**config.mk**
```make
export PLATFORM = sky130hd
export DESIGN_NAME = fetch_unit
export DESIGN_NICKNAME = d
export VERILOG_FILES = /design/src/rtl/fetch_unit_pkg.sv /design/src/rtl/fetch_unit_if_id_reg.sv /design/src/rtl/fetch_unit.sv
export SDC_FILE = /design/constraint.sdc
export NUM_CORES = 1
export LEC_CHECK = 0
export CAP_MARGIN = 20
export CORE_MARGIN = 8
export CORE_UTILIZATION = 38
export DETAILED_ROUTE_END_ITERATION = 8
export GPL_TIMING_DRIVEN = 0
export PLACE_DENSITY = 0.67
export SETUP_SLACK_MARGIN = 0.2
export SYNTH_ARGS = -nofsm -noshare
export SYNTH_HDL_FRONTEND = slang
export SYNTH_SLANG_ARGS = --single-unit
```
**constraint.sdc**
```tcl
create_clock -name clk -period 6.1 [get_ports clk]
set_clock_uncertainty 0.15 [all_clocks]
set_input_delay 1.22 -clock clk [delete_from_list [all_inputs] [get_ports clk]]
set_output_delay 1.22 -clock clk [all_outputs]
set_load 0.02 [all_outputs]
```
**src/rtl/fetch_unit_pkg.sv**
```systemverilog
// fetch_unit_pkg: shared widths, bubble encoding and FSM state encoding
// for the instruction fetch stage.
package fetch_unit_pkg;
    localparam int          PC_W_DEF  = 16;       // default PC / address width
    localparam int          INSTR_W   = 16;       // instruction word width
    localparam logic [15:0] NOP_INSTR = 16'h0000; // bubble instruction encoding

    // REQ:     request outstanding at PC
    // HOLD:    word accepted during a stall, parked in the buffer
    // DISCARD: in-flight request must be dropped once it is accepted
    typedef enum logic [1:0] {
        ST_REQ     = 2'd0,
        ST_HOLD    = 2'd1,
        ST_DISCARD = 2'd2
    } fetch_state_e;
endpackage

```
**src/rtl/fetch_unit_if_id_reg.sv**
```systemverilog
// fetch_unit_if_id_reg: IF/ID pipeline register.
// Ports:
//   clk, rst            clock, async active-high reset
//   i_clear             squash to a bubble (wins over i_load)
//   i_load              capture i_instr / i_pc_next as a valid instruction
//   (neither)           hold current contents
//   o_valid/o_instr/o_pc_next  register contents
module fetch_unit_if_id_reg
    import fetch_unit_pkg::*;
#(
    parameter int PC_W = PC_W_DEF
) (
    input  logic               clk,
    input  logic               rst,
    input  logic               i_load,
    input  logic               i_clear,
    input  logic [INSTR_W-1:0] i_instr,
    input  logic [PC_W-1:0]    i_pc_next,
    output logic               o_valid,
    output logic [INSTR_W-1:0] o_instr,
    output logic [PC_W-1:0]    o_pc_next
);
    logic               r_valid;
    logic [INSTR_W-1:0] r_instr;
    logic [PC_W-1:0]    r_pc_next;

    always_ff @(posedge clk or posedge rst) begin
        if (rst) begin
            r_valid   <= 1'b0;
            r_instr   <= NOP_INSTR;
            r_pc_next <= '0;
        end else if (i_clear) begin
            r_valid   <= 1'b0;
            r_instr   <= NOP_INSTR;
        end else if (i_load) begin
            r_valid   <= 1'b1;
            r_instr   <= i_instr;
            r_pc_next <= i_pc_next;
        end
    end

    assign o_valid   = r_valid;
    assign o_instr   = r_instr;
    assign o_pc_next = r_pc_next;
endmodule

```
**src/rtl/fetch_unit.sv**
```systemverilog
// fetch_unit: PC register, fetch FSM and instruction-memory handshake,
// feeding the IF/ID register.
// Ports:
//   clk, rst                       clock, async active-high reset
//   stall, flush, redirect_pc      hazard-unit controls (flush beats stall)
//   imem_req, imem_addr            request to instruction memory
//   imem_ready, imem_rdata         acceptance with same-cycle data
//   if_id_valid/instr/pc_next      IF/ID register outputs
module fetch_unit
    import fetch_unit_pkg::*;
#(
    parameter int              PC_W     = PC_W_DEF,
    parameter logic [PC_W-1:0] RESET_PC = '0
) (
    input  logic               clk,
    input  logic               rst,
    input  logic               stall,
    input  logic               flush,
    input  logic [PC_W-1:0]    redirect_pc,
    output logic               imem_req,
    output logic [PC_W-1:0]    imem_addr,
    input  logic               imem_ready,
    input  logic [INSTR_W-1:0] imem_rdata,
    output logic               if_id_valid,
    output logic [INSTR_W-1:0] if_id_instr,
    output logic [PC_W-1:0]    if_id_pc_next
);
    fetch_state_e       r_state, w_state_n;
    logic [PC_W-1:0]    r_pc, w_pc_n;
    logic [PC_W-1:0]    r_tgt, w_tgt_n;
    logic [INSTR_W-1:0] r_buf, w_buf_n;
    logic               w_load, w_clear;
    logic [INSTR_W-1:0] w_load_instr;
    logic [PC_W-1:0]    w_pc_inc;

    assign w_pc_inc = r_pc + 1'b1; // wraps modulo 2^PC_W

    always_ff @(posedge clk or posedge rst) begin
        if (rst) begin
            r_state <= ST_REQ;
            r_pc    <= RESET_PC;
            r_tgt   <= '0;
            r_buf   <= '0;
        end else begin
            r_state <= w_state_n;
            r_pc    <= w_pc_n;
            r_tgt   <= w_tgt_n;
            r_buf   <= w_buf_n;
        end
    end

    always_comb begin
        w_state_n    = r_state;
        w_pc_n       = r_pc;
        w_tgt_n      = r_tgt;
        w_buf_n      = r_buf;
        w_load       = 1'b0;
        w_clear      = 1'b0;
        w_load_instr = imem_rdata;
        case (r_state)
            ST_REQ: begin
                if (flush) begin
                    w_clear = 1'b1;
                    if (imem_ready) begin
                        w_pc_n = redirect_pc;
                    end else begin
                        // Request cannot be withdrawn; remember where to go.
                        w_tgt_n   = redirect_pc;
                        w_state_n = ST_DISCARD;
                    end
                end else if (imem_ready) begin
                    if (stall) begin
                        w_buf_n   = imem_rdata;
                        w_state_n = ST_HOLD;
                    end else begin
                        w_load = 1'b1;
                        w_pc_n = w_pc_inc;
                    end
                end else if (!stall) begin
                    w_clear = 1'b1; // no word this cycle: bubble
                end
            end
            ST_HOLD: begin
                if (flush) begin
                    w_clear   = 1'b1;
                    w_buf_n   = '0;
                    w_pc_n    = redirect_pc;
                    w_state_n = ST_REQ;
                end else if (!stall) begin
                    w_load       = 1'b1;
                    w_load_instr = r_buf;
                    w_pc_n       = w_pc_inc;
                    w_state_n    = ST_REQ;
                end
            end
            ST_DISCARD: begin
                w_clear = 1'b1;
                if (imem_ready) begin
                    // Returned word is dropped; a same-cycle flush is the latest.
                    w_pc_n    = flush ? redirect_pc : r_tgt;
                    w_state_n = ST_REQ;
                end else if (flush) begin
                    w_tgt_n = redirect_pc;
                end
            end
            default: begin
                w_state_n = ST_REQ;
            end
        endcase
    end

    // In DISCARD the PC still holds the in-flight address.
    assign imem_req  = (r_state != ST_HOLD);
    assign imem_addr = r_pc;

    fetch_unit_if_id_reg #(.PC_W(PC_W)) u_if_id (
        .clk       (clk),
        .rst       (rst),
        .i_load    (w_load),
        .i_clear   (w_clear),
        .i_instr   (w_load_instr),
        .i_pc_next (w_pc_inc),
        .o_valid   (if_id_valid),
        .o_instr   (if_id_instr),
        .o_pc_next (if_id_pc_next)
    );
endmodule

```
==> impl_metrics.json <==
{
  "ctsResizeCount": 0,
  "cp_slowest_cell": "clkdlybuf4s50_1",
  "clk_pin_slew_ns": 0.08,
  "clk_path_buf_depth": 2,
  "cp_num_buf_inv": 3,
  "dp_cells": 592,
  "drt_iter0_drc": 182,
  "firstDrtPassIters": 4,
  "cts_setup_buffers": 0,
  "crit_path_max_fanout": 10,
  "startpoint": "r_state[1]$_DFFE_PP0P_",
  "setup_tns_ns": 0,
  "crit_path_cell_trace": "buf_6, inv_1, nand2_1, clkdlybuf4s50_1",
  "finalHoldViolCount": 0,
  "ant_nets": 0,
  "grt_setup_unrepaired": "false",
  "timing.fmax_ghz": 0.330,
  "grt_max_degree": 52,
  "die_w_um": 118,
  "gr-total-overflow": 0,
  "place.gp.congestion": 0.777,
  "synthToLayoutAreaGrowth_pct": 32.1,
  "worst_ep_required_time_ns": 4.73,
  "core_area_um2": 10200,
  "layout_min_cycle_time_ns": 3.03,
  "yosysWarnings": 0,
  "grt_pass1_vias": 3380,
  "syn_inst": 371,
  "fin_nets": 505,
  "r2r_start": "r_state[0]$_DFFE_PP0P_",
  "die_h_um": 118,
  "synth_nets": 409,
  "vias": 3220,
  "synth_top_cells_by_count": "dfrtp_1, nand2_1, o21ai_0, mux2i_1",
  "start_util_pct": 38.6,
  "cts_tree": "done",
  "wirelength_mm": 10.5,
  "yosysUniqueCellTypes": 42,
  "port-buffer-count": 84,
  "status": "completed",
  "endpoint_kind": "primary output",
  "drive_above_1_share_pct": 12.1,
  "drv_cap": 0,
  "layout.cells.non_filler": 608,
  "cp_slowest_stage_delay_ns": 0.60,
  "start_kind": "flop",
  "setup.worst_path.class": "reg -> out",
  "cp_top_family": "buffers and inverters",
  "cts_sinks": 83,
  "netlist_area_um2": 3940,
  "die_area_um2": 13900,
  "synth_most_common_cell": "dfrtp_1",
  "ioPinCount": 87,
  "p_leak_nw": 2.16,
  "crit_arrival_ns": 1.66,
  "synthArstFlopShare_pct": 100,
  "ctsHtreeMaxLevel": 3,
  "cts_hold_buf": 0,
  "min_path_type": "reg -> reg",
  "track_usage_pct": 15.5,
  "period_share_pct": 49.6,
  "clock_latency_ns": 0.36,
  "synth_area_leaders": "dfrtp_1, mux2i_1, mux2_2",
  "drc": 0,
  "dpl.hpwl_mm": 7.67,
  "num_rows": 37,
  "synth_seq_area_share_pct": 52.8,
  "vdd_ir_drop_max_mv": 0.215,
  "synth_ff_type": "dfrtp_1",
  "hold_start": "u_if_id.o_instr[14]$_DFFE_PP0P_",
  "yosysTopAreaCell": "dfrtp_1",
  "cellPowerDensity_nw_per_um2": 309,
  "p_total_mw": 1.61,
  "post_drt_via_cell_ratio": 5.30,
  "ys_seq_elements": 83,
  "antenna_found_initial": 0,
  "ctsRootBufferMaster": "clkbuf_8",
  "grt_pass1_wl_mm": 17.6,
  "num_antenna_cells": 0,
  "drt-wirelength-per-cell_um": 17.3,
  "synth_edf_count": 0,
  "max_slew.worst_pin.slew_ns": 0.666,
  "finalSetupViolCount": 0,
  "worst_slew_margin_rel_pct": 55.3,
  "numCtsBuffers": 9,
  "syn_area_per_cell_um2": 10.6,
  "finalMaxSlewViolations": 0,
  "yosys.area.top_type_share_pct": 52.8
}
[metal layers]
layer | vias up | track usage, % | part of all wire [%]
met2 | 100 | 24.8 | 46
met5 | - | 0 | 0
met4 | 0 | 4.48 | 1.9
li1 | 1525 | - | -
met3 | 14 | 5.66 | 6.4
met1 | 1581 | 19.3 | 46
[worst reg2reg max path, delay by kind of cell (launching register included)]
family	cells	cell delay (ns)
buf+inv	2	0.72
compound gates	2	0.65
simple gates	1	0.10
flops	1	0.41
[cell usage in the layout (no fill, tap or decap), drive strengths merged, types with 2 or more instances in the layout]
cell and instances:
nand2 46, xor2 9, nor2 19, o221ai 3, a21oi 12, a22o 16, dfrtp 83, mux2i 22
nand4 3, clkbuf 20, and4 3, nand3 9, mux2 18, and2 2, xnor2 5, and3 6
clkinv 2, nor3 9, nor2b 3, clkdlybuf4s50 84, a221oi 7, nor3b 6, o21ai 51, buf 16
inv 5, bufinv 2
[state kept, by name, summed over array words and instances (netlist names)]
signal and count:
imem_addr 16, r_buf 16, r_tgt 16, u_if_id.o_instr 16, u_if_id.o_pc_next 16, r_state 2, u_if_id.o_valid 1
[through the flow]
step	hold slack [ns]	utilization, %	instance area, µm²	setup slack (ns)
final	0.331	51.0	5200	3.07
after global routing	0.346	51.0	5200	3.00
after CTS	0.338	51.0	5200	3.05
after detailed placement	0.318	48.9	4980	2.75
after global placement	0.311	48.6	4950	1.32
after floorplan	0.316	-	3940	2.59
[final cells by class]
class / count / area (µm²)
multi-input cells: 259 / 1690
plain buffers: 26 / 158
clock buffers: 9 / 124
well taps: 136 / 170
fillers: 958 / 4990
flip-flops and latches: 83 / 2080
repair buffers: 85 / 868
clock inverters: 7 / 98.8
inverters: 3 / 13.8
[cell families after synthesis]
group	Yosys count	share of synthesized area, %
fa+ha+maj	1	0.318
simple gates	108	13.2
flops	83	52.8
buf+inv	29	4.29
compound gates	96	15.5
xor+xnor	14	3.12
mux	40	10.7
[power breakdown]
group	total, mW	internal (mW)	leakage [nW]	switching, mW
logic	0.436	0.217	0.993	0.218
clock network	0.442	0.233	0.110	0.209
registers	0.728	0.646	1.05	0.0819
total	1.61	1.10	2.16	0.509
[worst paths after layout]
path,end,slack [ns],cells after the start
max in group asynchronous,u_if_id.o_pc_next[5]$_DFFE_PP0P_,4.14,3
worst max register to register,u_if_id.o_pc_next[4]$_DFFE_PP0P_,4.00,5
worst min-delay path,u_if_id.o_instr[14]$_DFFE_PP0P_,0.33,2
worst min register to register,u_if_id.o_instr[14]$_DFFE_PP0P_,0.33,2
min in group asynchronous,r_buf[4]$_DFFE_PP0P_,1.08,2
worst max-delay path,imem_req,3.07,4
Power figures use the tool's default switching activity.
